[src/rtl/arb_pkg.sv]
// Shared types and helpers for the 8-way round-robin arbiter.
package arb_pkg;

  localparam int N     = 8;
  localparam int IDX_W = 3;

  typedef enum logic {IDLE, GRANT} state_t;

  // Index to one-hot grant vector.
  function automatic logic [N-1:0] onehot(input logic [IDX_W-1:0] idx);
    return N'(1) << idx;
  endfunction

  // 8-to-3 encoder; anything that is not exactly one-hot encodes to 0.
  function automatic logic [IDX_W-1:0] enc8(input logic [N-1:0] vec);
    logic [IDX_W-1:0] r;
    r = '0;
    if ($countones(vec) == 1) begin
      for (int i = 0; i < N; i++)
        if (vec[i]) r = IDX_W'(i);
    end
    return r;
  endfunction

endpackage

[src/rtl/rr_pick8.sv]
// Combinational round-robin pick: first set request after ptr, wrapping.
module rr_pick8
  import arb_pkg::*;
(
  input  logic [N-1:0]     req,
  input  logic [IDX_W-1:0] ptr,
  output logic [IDX_W-1:0] sel,
  output logic             any
);

  logic [3:0]       sh;
  logic [2*N-1:0]   dbl;
  logic [N-1:0]     rot;
  logic [IDX_W-1:0] enc;

  // Rotate so ptr+1 lands at bit 0; a shift of 8 (ptr=7) is the identity.
  always_comb begin
    sh  = {1'b0, ptr} + 4'd1;
    dbl = {req, req} >> sh;
    rot = dbl[N-1:0];
  end

  // Fixed priority encoder on the rotated vector (lowest bit wins), then undo the rotation.
  always_comb begin
    enc = '0;
    for (int i = N - 1; i >= 0; i--)
      if (rot[i]) enc = IDX_W'(i);
    sel = enc + ptr + IDX_W'(1);
    any = |req;
  end

endmodule

[src/rtl/rr_arbiter8.sv]
// Round-robin arbiter, 8 requesters, registered one-hot + encoded grant,
// grant held until done / request drop / disable / hold-limit timeout.
module rr_arbiter8
  import arb_pkg::*;
#(
  parameter int MAX_HOLD = 16,
  parameter int CNT_W    = 5
) (
  input  logic             clk,
  input  logic             rst,
  input  logic             en,
  input  logic [N-1:0]     req,
  input  logic             done,
  output logic [N-1:0]     gnt,
  output logic [IDX_W-1:0] gnt_idx,
  output logic             gnt_vld,
  output logic             timeout
);

  state_t           state;
  logic [IDX_W-1:0] ptr;
  logic [CNT_W-1:0] hold_cnt;
  logic [IDX_W-1:0] sel;
  logic             any;
  logic             owner_req;
  logic             hold_lim;
  logic             rel;

  rr_pick8 u_pick (
    .req (req),
    .ptr (ptr),
    .sel (sel),
    .any (any)
  );

  // Release decision for the current owner; hold limit disabled when MAX_HOLD is 0.
  always_comb begin
    owner_req = req[gnt_idx];
    hold_lim  = (MAX_HOLD != 0) && (hold_cnt == CNT_W'(MAX_HOLD - 1));
    rel       = done | ~owner_req | ~en | hold_lim;
  end

  // FSM, priority pointer, hold counter and all output registers.
  always_ff @(posedge clk or posedge rst) begin
    if (rst) begin
      state    <= IDLE;
      ptr      <= IDX_W'(N - 1);
      hold_cnt <= '0;
      gnt      <= '0;
      gnt_idx  <= '0;
      gnt_vld  <= 1'b0;
      timeout  <= 1'b0;
    end else begin
      timeout <= 1'b0;
      case (state)
        IDLE: begin
          if (en && any) begin
            gnt      <= onehot(sel);
            gnt_idx  <= sel;
            gnt_vld  <= 1'b1;
            hold_cnt <= '0;
            state    <= GRANT;
          end
        end
        GRANT: begin
          if (rel) begin
            gnt     <= '0;
            gnt_idx <= '0;
            gnt_vld <= 1'b0;
            ptr     <= gnt_idx;
            state   <= IDLE;
            // Flag a timeout only when the hold limit alone forced the release.
            timeout <= hold_lim & ~done & owner_req & en;
          end else if (hold_cnt != '1) begin
            hold_cnt <= hold_cnt + 1'b1;
          end
        end
        default: state <= IDLE;
      endcase
    end
  end

endmodule

[config.mk]
export PLATFORM = sky130hd
export DESIGN_NAME = rr_arbiter8
export DESIGN_NICKNAME = d
export VERILOG_FILES = /design/src/rtl/arb_pkg.sv /design/src/rtl/rr_pick8.sv /design/src/rtl/rr_arbiter8.sv
export SDC_FILE = /design/constraint.sdc
export NUM_CORES = 1
export LEC_CHECK = 0
export BUFFER_PORTS_ARGS = -buffer_cell sky130_fd_sc_hd__buf_2
export CORE_MARGIN = 3
export CORE_UTILIZATION = 29
export DETAILED_ROUTE_END_ITERATION = 6
export PLACE_DENSITY = 0.52
export SLEW_MARGIN = 20
export SYNTH_ARGS = -nofsm -noshare
export SYNTH_HDL_FRONTEND = slang
export SYNTH_SLANG_ARGS = --single-unit
[constraint.sdc]
create_clock -name clk -period 4.7 [get_ports clk]
set_input_delay 0.47 -clock clk [delete_from_list [all_inputs] [get_ports clk]]
set_output_delay 0.47 -clock clk [all_outputs]
set_load 0.05 [all_outputs]
==> out/metrics.sh <==
STATUS='complete, no violations'
YS.WARNINGS.COUNT=0
TRITONCTS='yes'
NUMBER_OF_ENABLE_FLIP_FLOP_CELLS_AFTER_SYNTHESIS=0
GR-USAGE-MET1=0.1861
NUMBER_OF_NETS_WITH_ANTENNA_VIOLATIONS_AFTER_ROUTING=0
SWITCHING_PART_OF_THE_TOTAL_POWER=0.4726
SYNTHESIS.NETS=173
POWER_FRAC_COMB=0.601
SLOWEST_DELAY_NS=0.76
INSERTEDDIODECOUNT=0
NET-SWITCHING-POWER_mW=0.5564
SYNTH_COMPOUND_AREA_FRAC=0.1354
YS_TYPES=41
GLOBALROUTEOVERFLOWTOTAL=0
NUMBER_OF_BUFFERS_CREATED_BY_CTS=3
MIN_PATH_TYPE='in -> async'
WORST-SETUP-PATH-TYPE='reg -> reg'
WORSTSETUPSTARTPOINTTYPE='register'
DRT-VIAS-PER-INSTANCE=5.349
GP_ROUTABILITY_CONGESTION=0.7911
CTS.SINK_COUNT=22
CLOCK_TREE.ROOT_CELL='sky130_fd_sc_hd__clkbuf_8'
MULTIINPUTGATEAREA_MM2=0.001054
SYNTH_ADDER_AREA_SHARE=0.04167
CELLPOWERDENSITY_mW_PER_MM2=615.9
AREA_DELTA_SYNTH_FINAL_PCT=13.69
POST_ROUTE_CELLS_DRIVE_ABOVE_1_SHARE=0.2994
SYNTH_XOR_XNOR_AREA_SHARE=0.02009
PATH_MAX_FANOUT=17
MOST-COMMON-LAYOUT-CELLS='24 x sky130_fd_sc_hd__buf_2, 19 x sky130_fd_sc_hd__dfrtp_1, 12 x sky130_fd_sc_hd__nand2_1, 11 x sky130_fd_sc_hd__nor2_1, 10 x sky130_fd_sc_hd__o21ai_0'
DETAILED_PLACE.AREA_MM2=0.001857
WORST_SETUP_HOLD_PATH_CLK_SLEW_NS=0.08
HOLDBUFCOUNTCTS=0
WORST-PATH-BUF-INV=0
CTS_SETUP_BUFFERS=0
IO_PINS=25
SYNTH_SIMPLE_GATE_AREA_SHARE=0.1376
YOSYS-MUX-AREA-FRACTION=0.2917
CORE_MM2=0.005574
POSTCTSRESIZEDCELLS=0
WORST_PATH_MOST_REPEATED_CELL='sky130_fd_sc_hd__o21ai_0'
DETAILEDROUTE.FIRSTPASSITERATIONCOUNT=4
WORST-ENDPOINT-ARRIVAL_NS=3.59
REPORT.FINAL.SLEW_VIOL_COUNT=0
GRT_FIRST_PASS_WIRELENGTH_MM=6.430
FINALPOWER_mW=1.177
DIE_H_UM=82.15
SYN-MEAN-INSTANCE-AREA_UM2=10.78
VIA_COUNT=1332
PERIOD_MINUS_SLACK_NS=3.470
FINAL_HOLD_VIOL_COUNT=0
PEAK_FREQ_MHz=288.2
DETAIL_ROUTE.WL_PER_CELL_UM=14.96
NUMBER_OF_GLOBAL_ROUTE_VIAS_BEFORE_REPAIR=1309
FINALHOLDWORSTSLACK_NS=0.3597
PERIOD_SHARE=0.7382
SYNTH_FF_TYPE='sky130_fd_sc_hd__dfrtp_1'
GR_PEAK_LAYER='met1'
DRC_ERRORS=0
PATH_DELAY_FAMILY='flip-flops'
INITIAL_ANTENNA_VIOLATION_COUNT=0
PATH_CELLS='mux4_1, and2_1, o21ai_0, nand2_1, a21o_1, ha_1, fa_1, xor2_1, xnor2_2, o21ai_0'
ROWS=27
INITIAL_STANDARD_CELL_UTILIZATION_OF_THE_CORE=0.3017
GRT_UTIL_ALL_LAYERS=0.1193
FINISH.NET_COUNT=195
FLOORPLAN.DIE_AREA_MM2=0.006749
GRTUSAGEMET2=0.1793
SEQUENTIAL_CELL_AREA_UM2=554.3
CRITICAL_PATH_DATA_REQUIRED_TIME_NS=4.82
BUFFER_PORTS.INSERTED=24
FINAL.SETUP_SKEW_NS=0.003648
FINAL_CORE_UTILIZATION=0.3430
GRT_START_MAX_NET_PINS=23
SETUP_VIOL_COUNT_FINAL=0
MOST_FREQUENT_STANDARD_CELL_IN_THE_LAYOUT_EXCLUDING_FILL_AND_TAP_CELLS='sky130_fd_sc_hd__buf_2'
GRT_SETUP_UNREPAIRED='false'
FIRST_ITER_VIOLATIONS=134
POSTSYNTH.ASYNCRESETSHARE=1.000
WORST_SLEW_PIN_SLEW_NS=0.8257
CLOCKBUFFERDEPTH=2
HPWL_MM=2.806
FINAL.FILL_COUNT=582
WIRELENGTH_MM=3.724
CRIT_SLOWEST_CELL='sky130_fd_sc_hd__dfstp_2'
CRITICAL_PATH.ENDPOINT_TYPE='register'
INTERNAL_POWER_mW=0.6210
SYNTH_TOP_FAMILY_BY_AREA='multiplexers'
DIE_W_UM=82.15
POWER.SHARE.CLOCK=0.114
TIMING.MAX_CAP.VIOLATIONS=0
SYNTH_SEQ_CELLS=22
YOSYSSEQAREASHARE=0.3296
STDCELL_AREA_MM2=0.001912
CLOCK_TREE.HTREE_LEVEL_COUNT=1
WORST_IR_DROP_VDD_uV=307.3
GLOBAL_ROUTE.USAGE.MET3=0.009761
POWER.LEAKAGE_nW=0.8462
P_SEQ_FRAC=0.285
REMAINING_MAX_SLEW_BUDGET_AT_THE_TIGHTEST_PIN=0.4489
SYNTH_CELLS=156
TIMING.SETUP.TNS_NS=0
COMBINED_AREA_OF_ALL_SYNTHESIZED_CELLS_MM2=0.001682
CLK-INSERTION-DELAY-LATE_NS=0.26
==> cells by family after synthesis <==
logic type	count (synthesis)
buf+inv	16
compound gates	33
xor+xnor	3
flops	22
simple gates	48
fa+ha+maj	5
mux	29
==> final timing paths <==
kind / from / to / slack, ns / cells past startpoint
min in group clk: gnt_vld$_DFFE_PP0P_ / gnt_vld$_DFFE_PP0P_ / 0.48 / 2
worst max register to register: ptr[0]$_DFFE_PP1P_ / gnt[0]$_DFFE_PP0P_ / 1.23 / 10
worst min-delay path: rst / gnt[6]$_DFFE_PP0P_ / 0.36 / 2
worst min register to register: gnt_vld$_DFFE_PP0P_ / gnt_vld$_DFFE_PP0P_ / 0.48 / 2
worst max-delay path: ptr[0]$_DFFE_PP1P_ / gnt[0]$_DFFE_PP0P_ / 1.23 / 10
max in group asynchronous: rst / state$_DFF_PP0_ / 3.83 / 2
==> Yosys cell counts, drive strengths merged, types with 5 or more instances <==
cell type   n  share of area
inv         9          0.023
nand2      12          0.027
clkbuf      5          0.011
dfrtp      19           0.28
mux2i       7          0.042
o21ai      10          0.030
mux4       13           0.19
nor2       11          0.025
a21oi       7          0.021
mux2        9          0.062
nand3       9          0.027
==> sequential cells by signal, indices dropped and copies added, names as in the netlist <==
name,cells
gnt,8
hold_cnt,5
gnt_idx,3
ptr,3
gnt_vld,1
state,1
timeout,1
==> power by group through the flow <==
| stage | registers, mW | logic [mW] | clock network [mW] |
|---|---|---|---|
| after floorplan | 0.374 | 0.532 | 0 |
| after global placement | 0.343 | 0.711 | 0 |
| after detailed placement | 0.341 | 0.705 | 0 |
| after CTS | 0.338 | 0.712 | 0.138 |
| after global routing | 0.349 | 0.780 | 0.146 |
| final | 0.335 | 0.708 | 0.135 |
==> stage by stage <==
stage,setup WS (ns),instances
after floorplan,1.415,156
after global placement,1.201,245
after detailed placement,1.264,245
after CTS,1.213,249
after global routing,0.9146,249
final,1.230,249
==> worst register-to-register path, stage by stage (launching register included) <==
cell	delay, ns
sky130_fd_sc_hd__dfstp_2	0.76
sky130_fd_sc_hd__mux4_1	0.68
sky130_fd_sc_hd__and2_1	0.19
sky130_fd_sc_hd__o21ai_0	0.16
sky130_fd_sc_hd__nand2_1	0.07
sky130_fd_sc_hd__a21o_1	0.18
sky130_fd_sc_hd__ha_1	0.18
sky130_fd_sc_hd__fa_1	0.37
sky130_fd_sc_hd__xor2_1	0.17
sky130_fd_sc_hd__xnor2_2	0.39
sky130_fd_sc_hd__o21ai_0	0.18
==> per-layer routing <==
layer,share of wire,wire length (µm)
met5,0,0
met4,0.0083,31
met3,0.063,233
met2,0.44,1635
met1,0.49,1823
==> cell type report <==
class	instances	share of cell area
Multi-Input combinational cell	118	0.5510
Clock buffer	4	0.02880
Timing Repair Buffer	24	0.06283
Tap cell	72	0.04712
Sequential cell	22	0.2899
Inverter	9	0.02029
Note: power is estimated with default switching activity, not from simulation.
